<file path="src/rtl/libc_hdl_pkg.sv">
// Shared defaults and FSM encodings for the libc-style memory engines (memcmp, memcpy).
package libc_hdl_pkg;

  localparam int LIBC_DATA_WIDTH = 8;
  localparam int LIBC_ADDR_WIDTH = 8;

  typedef enum logic [2:0] {
    CMP_IDLE = 3'd0,
    CMP_RD_A = 3'd1,
    CMP_RD_B = 3'd2,
    CMP_CMP  = 3'd3,
    CMP_FIN  = 3'd4
  } memcmp_state_t;

endpackage

</file>
<file path="src/rtl/memcmp_engine.sv">
// Byte-wise memcmp over a single-port RAM with registered read; 3 cycles per byte,
// done one cycle after the deciding compare. start is ignored unless idle.
module memcmp_engine
  import libc_hdl_pkg::*;
#(
  parameter int DATA_WIDTH = LIBC_DATA_WIDTH,
  parameter int ADDR_WIDTH = LIBC_ADDR_WIDTH
) (
  input  logic                         clk,
  input  logic                         rst_n,
  input  logic                         start,
  input  logic        [ADDR_WIDTH-1:0] s1,
  input  logic        [ADDR_WIDTH-1:0] s2,
  input  logic        [7:0]            num,
  output logic                         busy,
  output logic                         done,
  output logic signed [DATA_WIDTH:0]   result,
  output logic        [7:0]            mismatch_idx,
  output logic                         mem_oe,
  output logic                         mem_we,
  output logic        [ADDR_WIDTH-1:0] mem_addr,
  input  logic        [DATA_WIDTH-1:0] mem_rd_q
);

  memcmp_state_t         state, state_nxt;
  logic [ADDR_WIDTH-1:0] a_base, b_base;
  logic [7:0]            num_r;
  logic [7:0]            idx;
  logic [DATA_WIDTH-1:0] byte_a;
  logic [DATA_WIDTH:0]   diff;
  logic                  is_diff;
  logic                  is_last;

  // Zero-extended subtraction yields the signed A-B difference directly.
  assign diff    = {1'b0, byte_a} - {1'b0, mem_rd_q};
  assign is_diff = (byte_a != mem_rd_q);
  assign is_last = (idx == num_r - 8'd1);
  assign mem_we  = 1'b0;

  always_comb begin
    state_nxt = state;
    busy      = 1'b0;
    done      = 1'b0;
    mem_oe    = 1'b0;
    mem_addr  = '0;
    case (state)
      CMP_IDLE: begin
        if (start) state_nxt = (num == 8'd0) ? CMP_FIN : CMP_RD_A;
      end
      CMP_RD_A: begin
        busy      = 1'b1;
        mem_oe    = 1'b1;
        mem_addr  = a_base + ADDR_WIDTH'(idx);
        state_nxt = CMP_RD_B;
      end
      CMP_RD_B: begin
        busy      = 1'b1;
        mem_oe    = 1'b1;
        mem_addr  = b_base + ADDR_WIDTH'(idx);
        state_nxt = CMP_CMP;
      end
      CMP_CMP: begin
        busy      = 1'b1;
        state_nxt = (is_diff || is_last) ? CMP_FIN : CMP_RD_A;
      end
      CMP_FIN: begin
        done      = 1'b1;
        state_nxt = CMP_IDLE;
      end
      default: state_nxt = CMP_IDLE;
    endcase
  end

  always_ff @(posedge clk or negedge rst_n) begin
    if (!rst_n) begin
      state        <= CMP_IDLE;
      a_base       <= '0;
      b_base       <= '0;
      num_r        <= '0;
      idx          <= '0;
      byte_a       <= '0;
      result       <= '0;
      mismatch_idx <= '0;
    end else begin
      state <= state_nxt;
      case (state)
        CMP_IDLE: begin
          if (start) begin
            a_base <= s1;
            b_base <= s2;
            num_r  <= num;
            idx    <= '0;
            if (num == 8'd0) begin
              result       <= '0;
              mismatch_idx <= '0;
            end
          end
        end
        // Read data of the A access lands while the B address is on the bus.
        CMP_RD_B: byte_a <= mem_rd_q;
        CMP_CMP: begin
          if (is_diff) begin
            result       <= $signed(diff);
            mismatch_idx <= idx;
          end else if (is_last) begin
            result       <= '0;
            mismatch_idx <= num_r;
          end else begin
            idx <= idx + 8'd1;
          end
        end
        default: ;
      endcase
    end
  end

endmodule

</file>
<file path="config.mk">
export PLATFORM = sky130hd
export DESIGN_NAME = memcmp_engine
export DESIGN_NICKNAME = d
export VERILOG_FILES = /design/src/rtl/libc_hdl_pkg.sv /design/src/rtl/memcmp_engine.sv
export SDC_FILE = /design/constraint.sdc
export NUM_CORES = 1
export LEC_CHECK = 0
export ABC_AREA = 1
export CAP_MARGIN = 25
export CORE_MARGIN = 3
export CORE_UTILIZATION = 52
export DETAILED_ROUTE_END_ITERATION = 16
export GPL_ROUTABILITY_DRIVEN = 1
export PLACE_DENSITY = 0.81
export SLEW_MARGIN = 10
export SYNTH_ARGS = -nofsm -noshare
export SYNTH_HDL_FRONTEND = slang
export SYNTH_SLANG_ARGS = --single-unit
</file>
<file path="constraint.sdc">
create_clock -name clk -period 6.5 [get_ports clk]
set_input_delay 0.975 -clock clk [delete_from_list [all_inputs] [get_ports clk]]
set_output_delay 0.975 -clock clk [all_outputs]
set_load 0.02 [all_outputs]
</file>
==> results_dict.tcl <==
set metrics [dict create \
    netSwitchingFraction_pct 44.8 \
    crit_path_max_fanout 24 \
    synthMuxAreaShare_pct 4.69 \
    critical_path_required_ns 5.52 \
    clock_path_buffers 2 \
    die_x_um 91.7 \
    worstMarginPinSlew_ns 0.797 \
    dieArea_um2 8400 \
    regArea_um2 1500 \
    cts_hold_buf 0 \
    drive_gt1_share_pct 14.5 \
    synthTopCellsByArea "dfrtp_1, nand2_1, ha_1" \
    cp_slowest_cell "clkdlybuf4s50_1" \
    cts_tree "yes" \
    yosysTopAreaCell "dfrtp_1" \
    critPathMaxStageDelay_ns 0.61 \
    design.core.area_um2 6940 \
    synth.net_count 525 \
    setup_tns_ns 0 \
    p_clk_share_pct 14.9 \
    grt_pass1_vias 3219 \
    cp.arrival_ns 4.02 \
    worst_skew_pair.late_latency_ns 0.35 \
    firstDrtPassIters 4 \
    grt_max_degree 61 \
    gp_congestion 0.891 \
    grt_usage_pct 22.0 \
    synth-compound-area-share_pct 8.53 \
    slew_viol_final 0 \
    htree_levels 3 \
    leakage_nw 2.29 \
    dr.first_iter.drc_count 221 \
    synth.most_common_cell "nand2_1" \
    synthXorXnorAreaFrac_pct 3.18 \
    yosys.area_share.simple_pct 30.2 \
    status "complete, no violations" \
    finalPower_mw 2.08 \
    dieHeight_um 91.7 \
    cts_setup_buffers 0 \
    grt_antenna_before_repair 0 \
    rsz0062_at_grt "false" \
    fin_worst_skew_ns 0.0108 \
    internal_power_mw 1.15 \
    dp_hpwl_um 6520 \
    synth_top_family_by_area "simple AND/OR/NAND/NOR gates" \
    io_buffer_count 62 \
    seqPwrFrac_pct 30.3 \
    fin_crit_ns 4.99 \
    io_pins 64 \
    cts_root_buf "clkbuf_8" \
    initial_core_util_pct 54.9 \
    ant_nets 0 \
    clock-sinks 60 \
    hold_violations 0 \
    wire_per_inst_um 13.6 \
    synth.cells.most_frequent "nand2_1, dfrtp_1, inv_1, nand3_1, o21ai_0" \
    ys.flop_type "dfrtp_1" \
    ys_seq_area_share_pct 39.4 \
    critPathCaptureType "primary output" \
    ys_types 41 \
    nets 587 \
    synth_area_um2 3810 \
    worstSetupStartpointType "flip-flop" \
    syn_to_final_growth_pct 22.3 \
    syn_area_per_cell_um2 8.10 \
    power_switching_mw 0.933 \
    cp_cell_sequence "inv_1 > nand3_1 > clkinv_1 > nand2_1 > nand2_1 > ha_1 > inv_1 > fa_1 > nor2_1 > o21ai_0 > nand2_1 > a21oi_1 > nor2_1 > nor2_1 > o21ai_0 > nor2_1 > clkdlybuf4s50_1" \
    async_flop_share_pct 100 \
    p_per_area_nw_per_um2 447 \
    yosys.area.top_type_share_pct 39.4 \
    cts-resized-gates 0 \
    grt_pass1_wl_um 14800 \
    synth_cells 471 \
    cap_violations 0 \
    yosys_warnings 0 \
    fillers 566 \
    hp-class "flip-flop to flip-flop" \
    max-vdd-ir-drop_mv 0.306 \
    via_count 3246 \
    rows 30 \
    drc_errors 0 \
    synthAdderAreaFrac_pct 6.63 \
    setup_viol 0 \
    num_antenna_cells 0 \
    crit_type "flip-flop to primary output" \
    clk_pin_slew_ns 0.07 \
    multi_input_area_um2 2040 \
    crit_top_cell "nor2_1" \
    clock.fmax_ghz 0.200 \
    p_comb_share_pct 54.8 \
    synth_edf_count 0 \
    vias_per_cell 5.12 \
    fin_crit_sh_pct 76.8 \
    cts_inserted_buffers 9 \
    synth_seq_cells 60 \
    grt_overflow_total 0 \
    wl_um 8620 \
    slew_headroom_pct 46.7 \
]
## worst max-delay path: cells and delay by family (launching register included)
family	cells	cell delay (ns)
simple gates	8	1.12
flops	1	0.54
compound gates	3	0.39
buf+inv	4	1.22
fa+ha+maj	2	0.40
## through the flow
step / hold slack [ns] / area [µm²] / std cells / worst slack [ns] / utilization (%)
final: 0.470 / 4660 / 634 / 1.51 / 67.2
after global routing: 0.499 / 4660 / 634 / 1.08 / 67.2
after CTS: 0.476 / 4660 / 634 / 1.48 / 67.2
after detailed placement: 0.458 / 4480 / 618 / 1.87 / 64.6
after global placement: 0.455 / 4480 / 618 / 1.98 / 64.6
after floorplan: 0.457 / 3810 / 471 / 3.01 / -
## power by group through the flow
stage	Sequential, mW	Combinational (mW)	Clock (mW)
after floorplan	0.641	0.792	0
after global placement	0.632	1.11	0
after detailed placement	0.637	1.14	0
after CTS	0.631	1.15	0.315
after global routing	0.652	1.28	0.328
final	0.632	1.14	0.310
## final cells by class
class / instances / share of cell area, %
multi-input combinational: 346 / 43.6
timing repair buffer: 64 / 13.5
sequential: 60 / 32.2
clock inverter: 1 / 0.107
tap: 96 / 2.58
clock buffer: 15 / 3.78
inverter: 52 / 4.18
## routing by layer
layer | vias to the layer above | GRT usage (%) | wire, µm
li1 | 1635 | - | -
met1 | 1489 | 29.2 | 3880
met2 | 103 | 35.1 | 4030
met3 | 19 | 3.61 | 455
met4 | 0 | 10.8 | 253
met5 | - | 0 | 0
## cells by family (layout without fill, tap and decap cells)
kind of cell	after synthesis	count (layout)
multiplexers	16	16
buffers and inverters	65	132
AND/OR/NAND/NOR	238	238
XOR/XNOR	13	13
other	1	1
AO/OA/AOI/OAI	59	59
flip-flops	60	60
adder cells (fa/ha/maj)	19	19
## registers in the layout, indices dropped and copies added, names as in the netlist
name,count
mismatch_idx,8
b_base,8
num_r,8
a_base,8
result,9
idx,8
state,3
byte_a,8
## placed cells by master (no fill, tap or decap), drive strengths merged
cell type      count
nand2            148
clkdlybuf4s50     61
dfrtp             60
inv               50
nor2              39
nand3             38
o21ai             33
a21oi             19
ha                17
mux2              15
clkbuf            15
xor2              10
nand4              5
nor3               3
xnor2              3
or2                3
clkinv             3
buf                3
o211ai             2
fa                 2
o21bai             1
mux2i              1
nand3b             1
nor3b              1
a211oi             1
o31ai              1
a21boi             1
a21o               1
conb               1
## final timing paths
path	startpoint	to	slack (ns)	cells past startpoint
max in group asynchronous	rst_n	byte_a[0]	5.23	2
min in group asynchronous	rst_n	result[1]	0.78	2
hold / removal	result[3]	result[3]	0.47	2
hold reg to reg	result[3]	result[3]	0.47	2
setup / recovery	state[2]	mem_addr[6]	1.51	17
setup reg to reg	byte_a[4]	idx[2]	4.30	9
No activity file was read; power rests on OpenSTA's default activity.
